<file path="src/rtl/inst_fetch_unit.sv">
// Instruction fetch front end: PC register, cache request, 4-deep {pc, inst} queue to the decoder.
// Fetching halts on an invalid cache word until the back end redirects.
`ifndef Inst_Addr_Width
`define Inst_Addr_Width 32
`endif
`ifndef Inst_Width
`define Inst_Width 32
`endif

module inst_fetch_unit (
  input  logic                        clk,
  input  logic                        rst,
  output logic                        ce,
  output logic [`Inst_Addr_Width-1:0] addr,
  output logic                        pc_cache_stall,
  input  logic [`Inst_Width-1:0]      inst,
  input  logic                        cache_enable,
  input  logic                        redirect,
  input  logic [`Inst_Addr_Width-1:0] redirect_pc,
  input  logic                        dec_ready,
  output logic                        dec_valid,
  output logic [`Inst_Width-1:0]      dec_inst,
  output logic [`Inst_Addr_Width-1:0] dec_pc
);

  localparam int unsigned AW    = `Inst_Addr_Width;
  localparam int unsigned IW    = `Inst_Width;
  localparam int unsigned DEPTH = 4;
  localparam int unsigned PTR_W = 2;
  localparam int unsigned CNT_W = 3;

  typedef enum logic {
    S_FETCH = 1'b0,
    S_HALT  = 1'b1
  } state_e;

  state_e             state_q, state_d;
  logic [AW-1:0]      pc_q, pc_d;
  logic [CNT_W-1:0]   count_q, count_d;
  logic [PTR_W-1:0]   wr_ptr_q, wr_ptr_d;
  logic [PTR_W-1:0]   rd_ptr_q, rd_ptr_d;
  logic [AW-1:0]      pc_mem_q [DEPTH];
  logic [AW-1:0]      pc_mem_d [DEPTH];
  logic [IW-1:0]      inst_mem_q [DEPTH];
  logic [IW-1:0]      inst_mem_d [DEPTH];

  logic fetch_slot;
  logic push;
  logic pop;
  logic not_empty;

  assign ce             = ~rst;
  assign addr           = pc_q;
  assign pc_cache_stall = (count_q == CNT_W'(DEPTH)) || (state_q == S_HALT) || redirect;
  assign fetch_slot     = ce & ~pc_cache_stall;
  assign push           = fetch_slot & cache_enable;
  assign not_empty      = (count_q != '0);
  assign dec_valid      = not_empty & ~redirect;
  assign pop            = dec_valid & dec_ready;
  assign dec_inst       = not_empty ? inst_mem_q[rd_ptr_q] : '0;
  assign dec_pc         = not_empty ? pc_mem_q[rd_ptr_q]   : '0;

  // Next-state: redirect flushes and overrides every other event.
  always_comb begin
    state_d    = state_q;
    pc_d       = pc_q;
    count_d    = count_q;
    wr_ptr_d   = wr_ptr_q;
    rd_ptr_d   = rd_ptr_q;
    pc_mem_d   = pc_mem_q;
    inst_mem_d = inst_mem_q;

    if (redirect) begin
      state_d  = S_FETCH;
      pc_d     = redirect_pc & ~AW'(3);
      count_d  = '0;
      wr_ptr_d = '0;
      rd_ptr_d = '0;
    end else begin
      if (push) begin
        pc_mem_d[wr_ptr_q]   = pc_q;
        inst_mem_d[wr_ptr_q] = inst;
        wr_ptr_d             = wr_ptr_q + PTR_W'(1);
        pc_d                 = pc_q + AW'(4);
      end
      if (fetch_slot && !cache_enable && state_q == S_FETCH) begin
        state_d = S_HALT;
      end
      if (pop) begin
        rd_ptr_d = rd_ptr_q + PTR_W'(1);
      end
      count_d = count_q + CNT_W'(push) - CNT_W'(pop);
    end
  end

  always_ff @(posedge clk or posedge rst) begin
    if (rst) begin
      state_q  <= S_FETCH;
      pc_q     <= '0;
      count_q  <= '0;
      wr_ptr_q <= '0;
      rd_ptr_q <= '0;
      for (int i = 0; i < int'(DEPTH); i++) begin
        pc_mem_q[i]   <= '0;
        inst_mem_q[i] <= '0;
      end
    end else begin
      state_q    <= state_d;
      pc_q       <= pc_d;
      count_q    <= count_d;
      wr_ptr_q   <= wr_ptr_d;
      rd_ptr_q   <= rd_ptr_d;
      pc_mem_q   <= pc_mem_d;
      inst_mem_q <= inst_mem_d;
    end
  end

endmodule

</file>
<file path="config.mk">
export PLATFORM = sky130hd
export DESIGN_NAME = inst_fetch_unit
export DESIGN_NICKNAME = d
export VERILOG_FILES = /design/src/rtl/inst_fetch_unit.sv
export SDC_FILE = /design/constraint.sdc
export NUM_CORES = 1
export LEC_CHECK = 0
export ABC_AREA = 1
export ABC_CLOCK_PERIOD_IN_PS = 20100
export CORE_UTILIZATION = 40
export CTS_CLUSTER_DIAMETER = 120
export CTS_CLUSTER_SIZE = 16
export DETAILED_ROUTE_END_ITERATION = 7
export GPL_TIMING_DRIVEN = 0
export SETUP_SLACK_MARGIN = 0.2
export SLEW_MARGIN = 40
export SYNTH_ARGS = -nofsm -noshare
export SYNTH_HDL_FRONTEND = slang
export SYNTH_SLANG_ARGS = --single-unit
</file>
<file path="constraint.sdc">
create_clock -name clk -period 20.1 [get_ports clk]
set_input_delay 6.03 -clock clk [delete_from_list [all_inputs] [get_ports clk]]
set_output_delay 6.03 -clock clk [all_outputs]
set_load 0.01 [all_outputs]
</file>
==> impl_metrics.py, run 1 <==
metrics = {
    "run_status": {
        "outcome": "completed",
    },
    "setup_path": {
        "worst_path_max_delay_cell": "clkdlybuf4s50_1",
        "worstPathCellList": "clkdlybuf4s50_1, inv_8, clkdlybuf4s50_1",
        "startpoint_type": "primary input",
        "cp.arrival_ns": 7.73,
        "path_class": "primary input to primary output",
        "cp_common_cell": "clkdlybuf4s50_1",
        "required_ns": 14.07,
        "critPathMaxStageDelay_ns": 0.64,
        "path_max_fanout": 72,
        "cp-end-kind": "primary output",
    },
    "synthesis": {
        "seq_area_frac_synth": 0.512,
        "synth_ff_type": "dfrtp_1",
        "async_flop_share": 1.00,
        "synth_seq_cells": 286,
        "synth_edf_count": 0,
        "synthCells": 1801,
        "netlist_area_sq_um": 14000,
        "yosysUniqueCellTypes": 29,
        "syn_area_per_cell_sq_um": 7.77,
        "yosys_warnings": 0,
    },
    "routing": {
        "drc_errors": 0,
        "drt_wl_total_mm": 47.0,
        "viasPerCell": 5.34,
        "drt_iter0_markers": 1050,
        "via_count": 13000,
        "wl_per_cell_um": 19.2,
        "antenna_left": 0,
        "dr.pass1.iters": 5,
    },
    "placed_design": {
        "port_buffers": 160,
        "place_inst": 2422,
        "place.gp.congestion": 0.898,
        "dpl.hpwl_mm": 32.4,
    },
    "global_routing": {
        "grt_pass1_vias": 12800,
        "grt_pass1_wl_mm": 73.2,
        "track_usage": 0.264,
        "grt_antenna_before_repair": 0,
        "grt_start_max_net_pins": 78,
        "overflow": 0,
    },
    "cts": {
        "h-tree-depth": 1,
        "cts_hold_buf": 0,
        "cts_tree": "yes",
        "clk_pin_slew_ns": 0.07,
        "clk_latency_ns": 0.52,
        "clk_path_buf_depth": 3,
        "cts_inserted_buffers": 21,
        "cts_setup_buffers": 0,
        "clock-sinks": 286,
        "cts-root-buf": "clkbuf_16",
        "cts_resized": 0,
    },
    "layout": {
        "post-route-util": 0.488,
        "drive_above_1_share": 0.0427,
        "stdcell_count": 2444,
        "syn_to_final_growth_pct": 20.1,
        "fin_nets": 2067,
        "diodes": 0,
    },
    "die": {
        "start_util": 0.406,
        "dieArea_sq_um": 35700,
        "fp-row-count": 68,
        "die_w_um": 189,
        "die_y_um": 189,
        "io_pins": 168,
        "core_sq_um": 34500,
    },
    "timing": {
        "drv_slew": 0,
        "fin_skew_ns": 0.0143,
        "finalCritPeriodShare": 0.685,
        "grt_setup_unrepaired": "false",
        "holdWs_ns": 0.496,
        "layout_min_cycle_time_ns": 13.76,
        "final-setup-viol-count": 0,
        "relSlewSlack": 0.494,
        "max_slew.worst_pin.slew_ns": 0.759,
        "timing.fmax_ghz": 0.0727,
        "hold_violations": 0,
    },
    "run": {
        "drv_cap": 0,
    },
    "pwr": {
        "p_per_area_nw_per_um2": 129,
        "p_leak_uw": 0.00761,
        "peakVddDrop_uv": 66.7,
        "total_power_uw": 2180,
    },
    "min_path": {
        "min_path_type": "register to register",
    },
}
## worst max-delay path, delay by kind of cell
| kind | cells | cell delay [ns] |
|---|---|---|
| buf+inv | 3 | 1.69 |
## stage by stage
stage	setup slack (ns)	setup TNS [ns]	cell area (sq um)
3_3_place_gp	-2.69	-2.69	16200
3_5_place_dp	6.33	0	16300
5_1_grt	6.24	0	16800
4_1_cts	6.32	0	16800
2_1_floorplan	2.07	0	14000
6_report	6.34	0	16800
## state kept, by name, summed over array words and instances, names as in the netlist
signal	cells
wr_ptr_q	2
addr	30
count_q	3
inst_mem_q	128
rd_ptr_q	2
pc_mem_q	120
state_q	1
## area by class of cell
class                   instances  area [sq um]
multi-input cells            1202          5550
fillers                      3475         17700
inverters                     189           717
well taps                     455           569
flip-flops and latches        286          7160
clock buffers                  22           539
repair buffers                163          1680
plain buffers                 127           582
## worst paths after layout
check	startpoint	slack [ns]	to	depth (start not counted)
setup / recovery	rst	6.34	ce	3
hold / removal	inst_mem_q[118]	0.50	inst_mem_q[118]	2
setup reg to reg	count_q[1]	17.11	count_q[2]	12
hold reg to reg	inst_mem_q[118]	0.50	inst_mem_q[118]	2
max in group asynchronous	rst	13.21	inst_mem_q[33]	3
min in group asynchronous	rst	6.09	inst_mem_q[82]	2
## report_power, final
part / switching (uW) / internal [uW]
clock network: 204 / 189
logic: 562 / 370
registers: 88.0 / 762
total: 854 / 1320
## cells in the mapped netlist (2+ instances only)
cell type / instances / area (sq um)
xnor2_1: 2 / 17.5
or2_2: 2 / 12.5
o21ai_1: 10 / 50.1
o21ai_0: 274 / 1370
nand2_1: 475 / 1780
buf_1: 17 / 63.8
o211ai_1: 53 / 398
ha_1: 7 / 87.6
buf_4: 17 / 128
nor3_1: 3 / 15.0
a21oi_1: 193 / 966
clkinv_1: 2 / 7.51
buf_2: 32 / 160
nor2_2: 2 / 12.5
nor2_4: 3 / 33.8
inv_1: 187 / 702
dfrtp_1: 286 / 7160
nand3_1: 67 / 335
nor2_1: 99 / 372
clkbuf_1: 61 / 229
## logic make-up after synthesis
| logic type | synth area share |
|---|---|
| xor+xnor | 0.00188 |
| flops | 0.512 |
| fa+ha+maj | 0.00769 |
| buf+inv | 0.0922 |
| other cells | 0.000268 |
| compound gates | 0.200 |
| simple gates | 0.187 |
## layout by cell type, fill, tap and decap left out, types with 3 or more instances in the layout
cell type        netlist  routed
nand2_1              475     475
dfrtp_1              286     286
o21ai_0              274     274
a21oi_1              193     193
inv_1                187     186
clkdlybuf4s50_1        0     160
nor2_1                99      99
nand3_1               67      67
clkbuf_1              61      60
o211ai_1              53      53
buf_2                 32      32
clkbuf_16              0      21
buf_4                 17      17
buf_1                 17      17
o21ai_1               10      10
ha_1                   7       7
conb_1                 1       4
nor2_4                 3       3
nor3_1                 3       3
buf_16                 0       3
## metal layers
metal	routed length, um	track usage	vias up
li1	-	-	6168
met1	21100	0.373	6299
met2	21500	0.418	496
met3	2990	0.0341	85
met4	1450	0.0881	0
met5	0	0	-
(Power assumes the default switching activity.)
==> run 2: changes to the inputs <==
--- a/config.mk
+++ b/config.mk
@@ -6,7 +6,7 @@
 export NUM_CORES = 1
 export LEC_CHECK = 0
 export ABC_AREA = 1
-export ABC_CLOCK_PERIOD_IN_PS = 20100
+export ABC_CLOCK_PERIOD_IN_PS = 13400
 export CORE_UTILIZATION = 40
 export CTS_CLUSTER_DIAMETER = 120
 export CTS_CLUSTER_SIZE = 16
==> constraint.sdc (replaced) <==
create_clock -name clk -period 13.4 [get_ports clk]
set_input_delay 4.02 -clock clk [delete_from_list [all_inputs] [get_ports clk]]
set_output_delay 4.02 -clock clk [all_outputs]
set_load 0.01 [all_outputs]
==> run 2 against run 1 <==
Die area did not move. Clock skew is 0.010 ns higher. Non-clock buffer count increased by 12. Worst setup slack lost 2.6 ns. Critical path depth up 1. Total power increased by 51%. Combinational power increased by 51%. Largest cell class unchanged.
==> impl_metrics.py, run 2 (synthesized netlist as in run 1, its figures left out) <==
metrics = {
    "setup_path": {
        "r2r.worst_path.cells": 12,
        "cp.arrival_ns": 5.67,
        "path_class": "primary input to primary output",
        "required_ns": 9.38,
        "path_max_fanout": 10,
        "cp-end-kind": "primary output",
        "startpoint_type": "primary input",
    },
    "global_routing": {
        "grt_pass1_vias": 12800,
        "grt_pass1_wl_mm": 73.9,
        "grt_start_max_net_pins": 25,
        "overflow": 0,
        "grt_antenna_before_repair": 0,
        "track_usage": 0.266,
    },
    "timing": {
        "timing.fmax_ghz": 0.103,
        "setup_tns_ns": 0,
        "drv_slew": 0,
        "layout_min_cycle_time_ns": 9.69,
        "hold_violations": 0,
        "grt_setup_unrepaired": "false",
        "relSlewSlack": 0.479,
        "max_slew.worst_pin.slew_ns": 0.781,
        "final-setup-viol-count": 0,
        "finalCritPeriodShare": 0.723,
        "fin_skew_ns": 0.0245,
        "holdWs_ns": 0.497,
    },
    "pwr": {
        "p_clk_frac": 0.180,
        "peakVddDrop_uv": 93.5,
        "comb_power_share": 0.431,
        "p_per_area_nw_per_um2": 192,
        "p_leak_uw": 0.00773,
        "swShare": 0.393,
        "switchingPower_uw": 1290,
        "total_power_uw": 3280,
        "pwr-share-seq": 0.389,
        "power.internal_uw": 1990,
    },
    "die": {
        "io_pins": 168,
        "die_y_um": 189,
        "dieArea_sq_um": 35700,
        "start_util": 0.406,
        "fp-row-count": 68,
        "die_w_um": 189,
        "core_sq_um": 34500,
    },
    "layout": {
        "largest_reg_flops": 128,
        "layout_common_cells": "nand2_1, dfrtp_1, o21ai_0",
        "post-route-util": 0.496,
        "layout_commonest_cell": "nand2_1",
        "top_register": "inst_mem_q",
        "syn_to_final_growth_pct": 22.1,
        "drive_above_1_share": 0.0485,
        "fin_nets": 2079,
        "diodes": 0,
    },
    "cts": {
        "cts_setup_buffers": 0,
        "cts_inserted_buffers": 21,
        "clk_pin_slew_ns": 0.07,
        "cts_resized": 0,
        "cts-root-buf": "clkbuf_16",
        "clock-sinks": 286,
        "cts_tree": "yes",
        "clk_path_buf_depth": 3,
        "h-tree-depth": 1,
        "cts_hold_buf": 0,
        "clk_latency_ns": 0.54,
    },
    "routing": {
        "drc_errors": 0,
        "drt_iter0_markers": 1338,
        "dr.pass1.iters": 6,
        "drt_wl_total_mm": 47.2,
        "antenna_left": 0,
        "viasPerCell": 5.31,
        "via_count": 13000,
        "wl_per_cell_um": 19.2,
    },
    "min_path": {
        "holdPathStages": 2,
        "min_path_type": "register to register",
    },
    "placed_design": {
        "place.gp.congestion": 0.916,
        "dpl.hpwl_mm": 33.0,
        "port_buffers": 160,
    },
    "run": {
        "drv_cap": 0,
    },
    "run_status": {
        "outcome": "completed",
    },
}
-- run 2: cell types whose count changed in the layout (fill, tap and decap cells not counted), sizes merged --
cell      delta
buf         +12
clkinvlp     +1
-- run 2: worst paths after layout --
check | from | endpoint | slack (ns)
worst max register to register | count_q[1] | count_q[2] | 10.31
worst max-delay path | redirect | dec_valid | 3.71
worst min-delay path | inst_mem_q[122] | inst_mem_q[122] | 0.50
min in group asynchronous | rst | inst_mem_q[87] | 3.89
max in group asynchronous | rst | pc_mem_q[23] | 8.21
worst min register to register | inst_mem_q[122] | inst_mem_q[122] | 0.50
-- run 2: power by group through the flow --
| stage | combinational, uW | clock (uW) | sequential (uW) |
|---|---|---|---|
| floorplan | 774 | 0 | 1260 |
| global placement | 1380 | 0 | 1290 |
| detailed placement | 1400 | 0 | 1290 |
| CTS | 1410 | 605 | 1280 |
| global route | 1560 | 635 | 1310 |
| finish | 1410 | 592 | 1280 |
-- run 2: metal layers --
metal | track usage | wire, um | part of all wire
met2 | 0.428 | 21900 | 0.46
met1 | 0.373 | 20800 | 0.44
met3 | 0.0350 | 3220 | 0.068
met4 | 0.0816 | 1310 | 0.028
met5 | 0 | 0 | 0
-- run 2: critical path, cell delays in order --
cell and delay [ns]:
buf_2 0.30, clkbuf_1 0.64, nor2_1 0.17, clkdlybuf4s50_1 0.52
-- run 2: final cells by class --
class                      instances  area (sq um)
buffer                           127           581
clock buffer                      22           539
clock inverter                     1          8.76
fill                            3455         17400
inverter                         189           713
multi-input combinational       1202          5550
sequential                       286          7160
tap                              455           569
timing repair buffer             175          1960
-- run 2: per-stage QoR --
stage | cell area, sq um | instances | setup WS (ns)
2_1_floorplan | 14000 | 1804 | 1.87
5_1_grt | 17100 | 2457 | 3.67
6_report | 17100 | 2457 | 3.71
3_5_place_dp | 16500 | 2434 | 3.72
3_3_place_gp | 16200 | 2419 | -2.11
4_1_cts | 17100 | 2457 | 3.71
